**src/rtl/right_shifter_seq_4b_pkg.sv**
```systemverilog
// Purpose: shared types and defaults for the sequential right shifter.
// Latency: n/a (declarations only).
// Backpressure: n/a.
// Contents: DEF_WIDTH/DEF_CNT_W defaults, FSM state encoding state_t.
package right_shifter_seq_4b_pkg;

    localparam int DEF_WIDTH = 4;
    localparam int DEF_CNT_W = 3;   // must be able to hold DEF_WIDTH

    typedef enum logic [1:0] {
        ST_IDLE  = 2'd0,
        ST_SHIFT = 2'd1,
        ST_DONE  = 2'd2
    } state_t;

endpackage

```
**src/rtl/right_shifter_seq_4b_if.sv**
```systemverilog
// Purpose: request/result bundle between a producer and the sequential right shifter.
// Latency: n/a (wires only).
// Backpressure: in_valid/in_ready handshake; result side has no backpressure.
// master: drives in_valid, din, amt, cin; slave: drives in_ready, out, ser_out, cout, busy, done.
interface right_shifter_seq_4b_if
    import right_shifter_seq_4b_pkg::*;
#(
    parameter int WIDTH = DEF_WIDTH,
    parameter int CNT_W = DEF_CNT_W
) ();

    logic             in_valid;
    logic             in_ready;
    logic [WIDTH-1:0] din;
    logic [CNT_W-1:0] amt;
    logic             cin;
    logic [WIDTH-1:0] out;
    logic             ser_out;
    logic             cout;
    logic             busy;
    logic             done;

    modport master (
        output in_valid, din, amt, cin,
        input  in_ready, out, ser_out, cout, busy, done
    );

    modport slave (
        input  in_valid, din, amt, cin,
        output in_ready, out, ser_out, cout, busy, done
    );

endinterface

```
**src/rtl/mux_2x1.sv**
```systemverilog
// Purpose: single-bit 2:1 multiplexer, leaf cell of the shift stage.
// Latency: combinational.
// Backpressure: none.
// Ports: a (sel=0), b (sel=1), sel, y.
module mux_2x1 (
    input  logic a,
    input  logic b,
    input  logic sel,
    output logic y
);

    assign y = sel ? b : a;

endmodule

```
**src/rtl/right_shifter_x1_4b.sv**
```systemverilog
// Purpose: combinational one-position right shift stage built from mux_2x1 cells.
// Latency: combinational.
// Backpressure: none.
// Ports: in/cin -> out/cout; sh=1 gives out={cin,in[W-1:1]}, cout=in[0]; sh=0 gives out=in, cout=0.
module right_shifter_x1_4b #(
    parameter int WIDTH = 4
) (
    output logic [WIDTH-1:0] out,
    output logic             cout,
    input  logic [WIDTH-1:0] in,
    input  logic             cin,
    input  logic             sh
);

    for (genvar i = 0; i < WIDTH; i++) begin : g_bit
        if (i == WIDTH - 1) begin : g_msb
            mux_2x1 u_mux (.a(in[i]), .b(cin),     .sel(sh), .y(out[i]));
        end else begin : g_low
            mux_2x1 u_mux (.a(in[i]), .b(in[i+1]), .sel(sh), .y(out[i]));
        end
    end

    // Without a shift nothing leaves the LSB, so the carry reads as 0.
    mux_2x1 u_cout (.a(1'b0), .b(in[0]), .sel(sh), .y(cout));

endmodule

```
**src/rtl/right_shifter_seq_4b.sv**
```systemverilog
// Purpose: loads a word, shifts it right one bit per clock amt times (saturating at WIDTH), pulses done.
// Latency: n=min(amt,WIDTH) shift cycles after accept, then one done cycle; accept-to-accept n+2.
// Backpressure: in_ready low from accept through the done cycle; in_valid while busy is ignored.
// Ports: clk, rst_n (async active-low), bus (slave side of right_shifter_seq_4b_if).
module right_shifter_seq_4b
    import right_shifter_seq_4b_pkg::*;
#(
    parameter int WIDTH = DEF_WIDTH,
    parameter int CNT_W = DEF_CNT_W
) (
    input  logic                   clk,
    input  logic                   rst_n,
    right_shifter_seq_4b_if.slave  bus
);

    state_t           state_q, state_d;
    logic [WIDTH-1:0] out_q, out_d;
    logic             cout_q, cout_d;
    logic [CNT_W-1:0] cnt_q, cnt_d;
    logic             busy_q, busy_d;
    logic             done_q, done_d;
    logic             in_ready_q, in_ready_d;

    logic [WIDTH-1:0] stage_out;
    logic             stage_cout;
    logic [CNT_W-1:0] amt_sat;

    // Shifting past WIDTH only refills with cin, so clamp the count there.
    assign amt_sat = (bus.amt > CNT_W'(WIDTH)) ? CNT_W'(WIDTH) : bus.amt;

    right_shifter_x1_4b #(.WIDTH(WIDTH)) u_stage (
        .out  (stage_out),
        .cout (stage_cout),
        .in   (out_q),
        .cin  (bus.cin),
        .sh   (state_q == ST_SHIFT)
    );

    // Status outputs are computed one cycle early so they are registered
    // and line up exactly with the state they describe.
    always_comb begin
        state_d    = state_q;
        out_d      = out_q;
        cout_d     = cout_q;
        cnt_d      = cnt_q;
        busy_d     = busy_q;
        done_d     = 1'b0;
        in_ready_d = in_ready_q;

        case (state_q)
            ST_IDLE: begin
                if (bus.in_valid && in_ready_q) begin
                    out_d      = bus.din;
                    cout_d     = 1'b0;
                    cnt_d      = amt_sat;
                    busy_d     = 1'b1;
                    in_ready_d = 1'b0;
                    if (amt_sat != '0) begin
                        state_d = ST_SHIFT;
                    end else begin
                        state_d = ST_DONE;
                        done_d  = 1'b1;
                    end
                end
            end
            ST_SHIFT: begin
                out_d  = stage_out;
                cout_d = stage_cout;
                cnt_d  = cnt_q - CNT_W'(1);
                if (cnt_q == CNT_W'(1)) begin
                    state_d = ST_DONE;
                    done_d  = 1'b1;
                end
            end
            ST_DONE: begin
                state_d    = ST_IDLE;
                busy_d     = 1'b0;
                in_ready_d = 1'b1;
            end
            default: begin
                state_d    = ST_IDLE;
                busy_d     = 1'b0;
                in_ready_d = 1'b1;
            end
        endcase
    end

    always_ff @(posedge clk or negedge rst_n) begin
        if (!rst_n) begin
            state_q    <= ST_IDLE;
            out_q      <= '0;
            cout_q     <= 1'b0;
            cnt_q      <= '0;
            busy_q     <= 1'b0;
            done_q     <= 1'b0;
            in_ready_q <= 1'b1;
        end else begin
            state_q    <= state_d;
            out_q      <= out_d;
            cout_q     <= cout_d;
            cnt_q      <= cnt_d;
            busy_q     <= busy_d;
            done_q     <= done_d;
            in_ready_q <= in_ready_d;
        end
    end

    assign bus.out      = out_q;
    assign bus.ser_out  = out_q[0];
    assign bus.cout     = cout_q;
    assign bus.busy     = busy_q;
    assign bus.done     = done_q;
    assign bus.in_ready = in_ready_q;

endmodule

```
**src/flat_wrapper.sv**
```systemverilog
// flat-port wrapper written by rule: the top's interface ports become plain ports
module right_shifter_seq_4b_flat import right_shifter_seq_4b_pkg::*;
#(
    parameter int WIDTH = DEF_WIDTH,
    parameter int CNT_W = DEF_CNT_W
)
  (clk, rst_n, bus_in_valid, bus_din, bus_amt, bus_cin, bus_in_ready, bus_out, bus_ser_out, bus_cout, bus_busy, bus_done);
  right_shifter_seq_4b_if #(.WIDTH(WIDTH), .CNT_W(CNT_W)) bus_i ();
  input  logic clk;
  input  logic rst_n;
  input wire logic [$bits(bus_i.in_valid)-1:0] bus_in_valid;
  input wire logic [$bits(bus_i.din)-1:0] bus_din;
  input wire logic [$bits(bus_i.amt)-1:0] bus_amt;
  input wire logic [$bits(bus_i.cin)-1:0] bus_cin;
  output wire logic [$bits(bus_i.in_ready)-1:0] bus_in_ready;
  output wire logic [$bits(bus_i.out)-1:0] bus_out;
  output wire logic [$bits(bus_i.ser_out)-1:0] bus_ser_out;
  output wire logic [$bits(bus_i.cout)-1:0] bus_cout;
  output wire logic [$bits(bus_i.busy)-1:0] bus_busy;
  output wire logic [$bits(bus_i.done)-1:0] bus_done;
  assign bus_i.in_valid = bus_in_valid;
  assign bus_i.din = bus_din;
  assign bus_i.amt = bus_amt;
  assign bus_i.cin = bus_cin;
  assign bus_in_ready = bus_i.in_ready;
  assign bus_out = bus_i.out;
  assign bus_ser_out = bus_i.ser_out;
  assign bus_cout = bus_i.cout;
  assign bus_busy = bus_i.busy;
  assign bus_done = bus_i.done;
  right_shifter_seq_4b #(.WIDTH(WIDTH), .CNT_W(CNT_W)) u_core (.clk(clk), .rst_n(rst_n), .bus(bus_i));
endmodule
```
**config.mk**
```make
export PLATFORM = sky130hd
export DESIGN_NAME = right_shifter_seq_4b_flat
export DESIGN_NICKNAME = d
export VERILOG_FILES = /design/src/rtl/right_shifter_seq_4b_pkg.sv /design/src/rtl/right_shifter_seq_4b_if.sv /design/src/rtl/mux_2x1.sv /design/src/rtl/right_shifter_x1_4b.sv /design/src/rtl/right_shifter_seq_4b.sv /design/src/flat_wrapper.sv
export SDC_FILE = /design/constraint.sdc
export NUM_CORES = 1
export LEC_CHECK = 0
export ABC_CLOCK_PERIOD_IN_PS = 1700
export CAP_MARGIN = 0
export CORE_MARGIN = 1
export CORE_UTILIZATION = 41
export DETAILED_ROUTE_END_ITERATION = 16
export HOLD_SLACK_MARGIN = 0.15
export PLACE_DENSITY_LB_ADDON = 0.3
export SKIP_LAST_GASP = 1
export SLEW_MARGIN = 20
export SYNTH_ARGS = -nofsm -noshare
export SYNTH_HDL_FRONTEND = slang
export SYNTH_HIERARCHICAL = 1
export SYNTH_SLANG_ARGS = --single-unit
```
**constraint.sdc**
```tcl
create_clock -name clk -period 1.7 [get_ports clk]
set_input_delay 0.34 -clock clk [delete_from_list [all_inputs] [get_ports clk]]
set_output_delay 0.34 -clock clk [all_outputs]
set_load 0.1 [all_outputs]
```
==> impl.org, run 1 <==
** Run status
- The flow ran to the end, and the final reports show no timing, DRC or antenna violations.

** Layout
- In the layout the commonest cells are clkdlybuf4s50_1 (10), buf_12 (10), mux2_4 (8), dfrtp_1 (8), buf_4 (8).
- Post-layout net count :: 106
- With fillers left out, the area of the finished cells amounts to 1140 sq um.
- Filler Cells Inserted :: 117
- Of the cells placed in the final design, the portion with a size suffix greater than 1 is 0.457.
- Compared with the post-synthesis result, the final layout area differs by 56.0%.
- The number of antenna diodes in the final layout is 0.

** Global route
- Maximum number of pins on one net before global-route repair :: 14
- After global routing the overflow that remains totals 0.
- Met3 GRT Util :: 0.0286
- Met1 demand-to-capacity share in global routing :: 0.212
- The first global-routing pass estimated 2090 um of wire.
- Global-route met2 utilization :: 0.215
- Number of antenna violations at the first check in global routing :: 0
- Via count of the first global-routing pass :: 484
- In the global route stage, overall resource usage came out at 0.148.
- Most used routing layer :: met2

** STA
- The total count of hold-check failures in the final report was 0.
- Clock skew on the completed layout was measured at 0.00240 ns.
- RSZ-0062 raised after global routing :: false
- Minimum setup slack in the final design :: 0.0595 ns
- Timing would allow up to 610 MHz.
- Setup violations remaining at the end of the flow were counted as 0.
- Adding up every negative setup slack in the final design gives 0 ns.
- Final worst-path cycle share :: 0.965
- Subtracting the final worst setup slack from the clock period gives 1.64 ns.
- The final-report max-slew violation count is 0.

** Synth
- Yosys warning count :: 6
- Synthesis produced a netlist whose cell count is 62.
- Net Count, Synth :: 75
- Synth unique cells :: 24
- Summing every instance area after synthesis gives 733 sq um.
- In this run, synthesis produced a sequential element count of 13.
- Proportion of synthesized chip area in sequential cells :: 0.445
- Avg Synthesized Cell Area :: 11.8 sq um

** Setup path
- The largest single stage delay on the critical path is 0.39 ns.
- By startpoint and endpoint, the worst setup path is classified as reg2reg.
- Category of cells accounting for the largest share of critical-path delay :: multiplexers
- Type of origin of the critical path :: register
- Ordered cell list for the critical path :: nor2b_2 > buf_12 > mux2_4 > mux2_1 > mux2_2
- Data on the critical path arrives at its endpoint at 1.79 ns.
- The worst register-to-register path has a setup slack of 0.06 ns.
- Crit. End Element :: register
- At the worst endpoint, the required time is 1.85 ns.
- Together, buffers and inverters on the worst path number 1.
- Critical path's slowest cell :: dfrtp_1
- In this run the worst path has a maximum fanout of 8.

** Floorplan
- After floorplanning, the core was divided into 14 placement rows.
- Effective utilization at floorplan :: 0.460
- Die ar. :: 1960 sq um
- Chip Height :: 44.3 um
- I/O pin cnt :: 20
- The floorplan step defined a core boundary enclosing 1590 sq um.
- The floorplan step set the die width to 44.3 um.

** Clock tree
- Inserted Clock Buffers :: 3
- CTS H-Tree Depth :: 1
- TritonCTS built the clock tree.
- Clock-pin slew on the worst setup and hold paths :: 0.08 ns
- Clock network latency to the later pin of the worst-skew pair :: 0.26 ns
- Number of clock sinks seen by CTS :: 13
- Clock Tree Buf Depth :: 2
- Clock tree synthesis selected as its root buffer the cell clkbuf_4.

** Placed design
- Area post-placement :: 1100 sq um
- Buffers on Ports :: 19
- Routability-driven placement finished with a final weighted congestion of 0.805.
- Prior to clock tree synthesis, the placed netlist has a worst setup slack of 0.0405 ns.
- The wire-length estimate of the detail-placed layout is 1000 um.

** Drt
- After detailed routing, the number of vias per cell comes to 4.75.
- Starting DRT DRC Count :: 3
- Post-route antenna net violation count :: 0
- After detailed routing, the average wire length per cell comes to 11.3 um.
- Via count of the routed design :: 551
- The first detailed-routing pass took 4 iterations.
- Routed wire length :: 1310 um
- DRC violation count after routing :: 0

** Run
- Max-Cap Viols :: 0

** Min path
- In this run the worst hold path is classified as in2async.
==> what timing repair did <==
item	4_1_cts	5_1_grt
hold buffers	0	0
gates resized for setup	0	1
setup buffers	0	2
setup endpoints to repair	0	1
==> through the flow <==
stage                     instances   util  hold slack [ns]
after detailed placement        110  0.689            0.512
after CTS                       114  0.706            0.363
after global placement          110  0.689            0.494
final                           116  0.717            0.365
after floorplan                  62      -           0.0444
after global routing            116  0.717            0.378
==> metal layers <==
| layer | wire length [um] | vias up |
|---|---|---|
| li1 | - | 280 |
| met1 | 640 | 259 |
| met2 | 612 | 10 |
| met3 | 54 | 2 |
| met4 | 4 | 0 |
| met5 | 0 | - |
==> worst paths after layout <==
| kind | start | to | cells past startpoint |
|---|---|---|---|
| hold / removal | rst_n | u_core/cnt_q[0] | 2 |
| setup reg to reg | u_core/state_q[1] | u_core/bus.out[3] | 5 |
| max in group asynchronous | rst_n | u_core/bus.in_ready | 2 |
| setup / recovery | u_core/state_q[1] | u_core/bus.out[3] | 5 |
| hold reg to reg | u_core/cnt_q[1] | u_core/cnt_q[1] | 1 |
| min in group clk | u_core/cnt_q[1] | u_core/cnt_q[1] | 1 |
==> worst reg2reg max path, stage by stage (launching register included) <==
cell	delay [ns]
dfrtp_1	0.39
nor2b_2	0.16
buf_12	0.15
mux2_4	0.29
mux2_1	0.28
mux2_2	0.26
==> state kept, by name, summed over array words and instances (netlist names) <==
register,flops
u_core/bus.busy,1
u_core/cnt_q,3
u_core/bus.cout,1
u_core/bus.in_ready,1
u_core/bus.done,1
u_core/state_q,2
u_core/bus.out,4
==> cells in the mapped netlist <==
cell	number	share of area
a21oi_1	2	0.014
a22oi_1	1	0.010
buf_4	1	0.010
buf_6	1	0.015
conb_1	1	0.0051
dfrtp_1	12	0.41
dfstp_2	1	0.036
ha_1	2	0.034
inv_1	7	0.036
mux2_1	2	0.031
mux2_2	6	0.092
mux2_4	7	0.14
mux2i_1	1	0.014
nand2_1	3	0.015
nand3_1	1	0.0068
nand3b_1	1	0.010
nor2_1	1	0.0051
nor2_2	1	0.0085
nor2b_2	1	0.012
nor3_1	1	0.0068
o21a_1	1	0.010
o21ai_0	4	0.027
o32ai_1	2	0.024
o41ai_1	2	0.024
==> cell families (layout without fill, tap and decap cells) <==
kind of cell / after synthesis / in the layout / share of synthesized area
AO/OA/AOI/OAI: 12 / 12 / 0.109
adder cells (fa/ha/maj): 2 / 2 / 0.0341
buffers and inverters: 9 / 39 / 0.0614
flip-flops: 13 / 13 / 0.445
multiplexers: 16 / 16 / 0.280
other: 1 / 1 / 0.00511
AND/OR/NAND/NOR: 9 / 9 / 0.0648
==> final cells by class <==
type,count,area [sq um],area share
Multi-Input combinational cell,40,365,0.319
Timing Repair Buffer,28,360,0.315
Sequential cell,13,335,0.293
Tap cell,24,30.0,0.0263
Clock buffer,4,26.3,0.0230
Inverter,7,26.3,0.0230
Power of run 1 is left out: the tool's default activity adds up to more than one toggle a clock period on the data nets, which glitch-free logic cannot reach.
==> inputs of run 2 (changes only) <==
--- a/config.mk
+++ b/config.mk
@@ -11,7 +11,7 @@
 export CORE_UTILIZATION = 41
 export DETAILED_ROUTE_END_ITERATION = 16
 export HOLD_SLACK_MARGIN = 0.15
-export PLACE_DENSITY_LB_ADDON = 0.3
+export PLACE_DENSITY = 0.83
 export SKIP_LAST_GASP = 1
 export SLEW_MARGIN = 20
 export SYNTH_ARGS = -nofsm -noshare
==> run 2 against run 1 <==
Compared with the run above: critical path depth unchanged; clock skew is essentially flat; sequential cell count did not move; fmax decreased by 1.8%; count of clock-buffer cells in the layout unchanged; wire length increased by 15%; global-route usage is 2.1 points higher; register-to-register slack got worse by 0.03 ns; via count is 6.0% higher; critical path type unchanged; critical endpoint unchanged.
==> impl.org, run 2 (same netlist as run 1, synthesis figures left out) <==
** Setup path
- Category of cells accounting for the largest share of critical-path delay :: multiplexers
- The largest stage delay on the critical path is 0.42 ns (+0.03 ns).
- Worst flop-to-flop path startpoint :: u_core/state_q[1]
- Startpoint-to-endpoint class of the critical path :: reg2reg
- The slowest stage of the critical path is the dfrtp_1 cell.
- The data required time at the worst endpoint came to 1.86 ns (about the same).
- Reg2reg path depth :: 5 (unchanged)
- The data arrival at the endpoint of the critical path is 1.83 ns (+0.04 ns).
- Type of origin of the critical path :: register
- The total buffers and inverters traversed by the critical path came to 1 (unchanged).
- The signal on the critical path passes through nor2b_4 > buf_12 > mux2_4 > mux2_1 > mux2_2.
- End of the worst register-to-register path :: u_core/bus.out[3]
- Crit. End Element :: register
- Tracing the worst setup path back leads to its startpoint at u_core/state_q[1].
- The largest driver fanout on the critical path was 5 (-3).
- Worst reg2reg setup slack :: 0.03 ns (-0.03 ns)

** Global route
- The number of global-route vias before repair is 546 (+13%).
- The wire length of the first global-routing pass came to 2350 um (+12%).
- Maximum number of pins on one net before global-route repair :: 14 (unchanged)
- The total routing usage reported by global routing is 0.169 (+0.0209).
- The initial antenna violation count was 0 (unchanged).
- Sum of overflow across all layers after global routing :: 0 (unchanged)

** Floorplan
- Effective utilization at floorplan :: 0.460 (unchanged)
- I/O pin cnt :: 20 (unchanged)
- Die extent in x :: 44.3 um (unchanged)
- Chip Height :: 44.3 um (unchanged)
- Die ar. :: 1960 sq um (unchanged)
- Core outline area :: 1590 sq um (unchanged)
- Row Count :: 14 (unchanged)

** Clock tree
- The tree is rooted in a clkbuf_4.
- Clock Tree Buf Depth :: 2 (unchanged)
- The clock insertion delay at the later pin of the skew report came to 0.27 ns (about the same).
- Count of hold-fix buffers inserted at cts :: 0 (unchanged)
- The H-tree depth reported by CTS was 1 (unchanged).
- The number of clock sinks came to 13 (unchanged).
- Clock-pin slew on the worst setup and hold paths :: 0.08 ns (about the same)
- TritonCTS built the clock tree.
- Inserted Clock Buffers :: 3 (unchanged)

** Layout
- The library cells used most frequently in the layout, excluding fill and tap cells, are clkdlybuf4s50_1 (10), buf_12 (10), buf_4 (8), dfrtp_1 (8).
- The number of diodes was 0 (unchanged).
- Post-layout net count :: 107 (+0.94%)
- Flip-flop count of the largest register after layout :: 4 (unchanged)
- Compared with the post-synthesis result, the final layout area differs by 59.6%.
- Layout cell share with drive strength beyond 1 :: 0.452 (-0.00491)

** Placed design
- The port buffer count was 19 (unchanged).
- The HPWL after detailed placement came to 1070 um (+7.3%).
- GPL Wtd Cong :: 0.791 (-1.7%)

** Run status
- The flow ran to the end, and the final reports show no timing, DRC or antenna violations.

** STA
- Setup_tns :: 0 ns (unchanged)
- Max-slew violation count :: 0 (unchanged)
- Setup skew after layout :: 0.00233 ns (-0.0000665 ns)
- The time the final worst path needs with I/O delays and setup was 1.67 ns (+0.0309 ns).
- Hold Violations, Final :: 0 (unchanged)
- Total of endpoints with negative setup slack in the final report :: 0 (unchanged)
- The part of the cycle the worst path needs came to 0.983 (+0.0182).
- The highest clock rate was 598 MHz (-1.8%).

** Drt
- DRC violation count after routing :: 0 (unchanged)
- Routed wire length :: 1510 um (+15%)
- Number of vias per cell :: 4.99 (+5.1%)
- Pre-Repair DR Iteration Count :: 4 (unchanged)
- The per-cell routed wire length came to 12.9 um (+14%).
- The count of nets left with antenna violations after detail routing was 0 (unchanged).
- Starting DRT DRC Count :: 5 (+2)
- The number of vias in the routed layout came to 584 (+6.0%).

** Min path
- Path class of the lowest-slack min-delay path :: in2async

** Run
- Max-Cap Viols :: 0 (unchanged)
==> run 2: cell types whose count changed in the layout (fill, tap and decap cells not counted), sizes merged <==
cell / change
clkbuf: +1
==> run 2: timing repair <==
item,CTS,global route
resized for setup,0,1
cloned,0,1
endpoints found under the setup margin,1,2
pin swaps,0,0
buffers inserted,3,2
==> run 2: final cells by class <==
class	instances	area (sq um)
Fill cell	107	424
Timing Repair Buffer	29	385
Multi-Input combinational cell	40	367
Sequential cell	13	335
Tap cell	24	30.0
Clock buffer	4	26.3
Inverter	7	26.3
==> run 2: per-stage QoR <==
step | worst slack (ns) | utilization | area, sq um | hold slack [ns] | std cells
after detailed placement | -0.0332 | 0.675 | 1080 | 0.512 | 107
after floorplan | -0.0304 | - | 742 | 0.0444 | 62
final | 0.0285 | 0.734 | 1170 | 0.364 | 117
after global placement | -0.00864 | 0.675 | 1080 | 0.490 | 107
after global routing | -0.00729 | 0.734 | 1170 | 0.392 | 117
after CTS | 0.0233 | 0.706 | 1120 | 0.361 | 114
==> run 2: how the worst max path moves through the flow <==
stage | to | slack (ns) | cells past startpoint
after floorplan | u_core/bus.out[2] | -0.03 | 5
after global placement | u_core/bus.out[0] | -0.009 | 4
after detailed placement | u_core/bus.out[3] | -0.03 | 4
after CTS | u_core/bus.out[3] | 0.02 | 5
after global routing | u_core/bus.out[3] | -0.007 | 5
final | u_core/bus.out[3] | 0.03 | 5
==> run 2: worst reg2reg max path, delay by kind of cell, from the launching register on <==
kind          cells  cell delay [ns]
simple gates      1             0.16
buf+inv           1             0.13
flops             1             0.42
mux               3             0.86
==> run 2: routing by layer <==
metal  global-route usage  vias up  wire (um)
met2                0.282       16        789
met1                0.216      285        662
met4               0.0545        0          7
li1                     -      281          -
met5                    0        -          0
met3               0.0408        2         50
Power of run 2 is left out for the same reason.
==> inputs of run 3 (changes only) <==
--- a/config.mk
+++ b/config.mk
@@ -10,6 +10,7 @@
 export CORE_MARGIN = 1
 export CORE_UTILIZATION = 41
 export DETAILED_ROUTE_END_ITERATION = 16
+export GPL_ROUTABILITY_DRIVEN = 1
 export HOLD_SLACK_MARGIN = 0.15
 export PLACE_DENSITY = 0.83
 export SKIP_LAST_GASP = 1
==> results of run 3 <==
Same layout as run 2: the final DEF is identical, and so are final timing and power.
Power of run 3 is left out for the same reason.
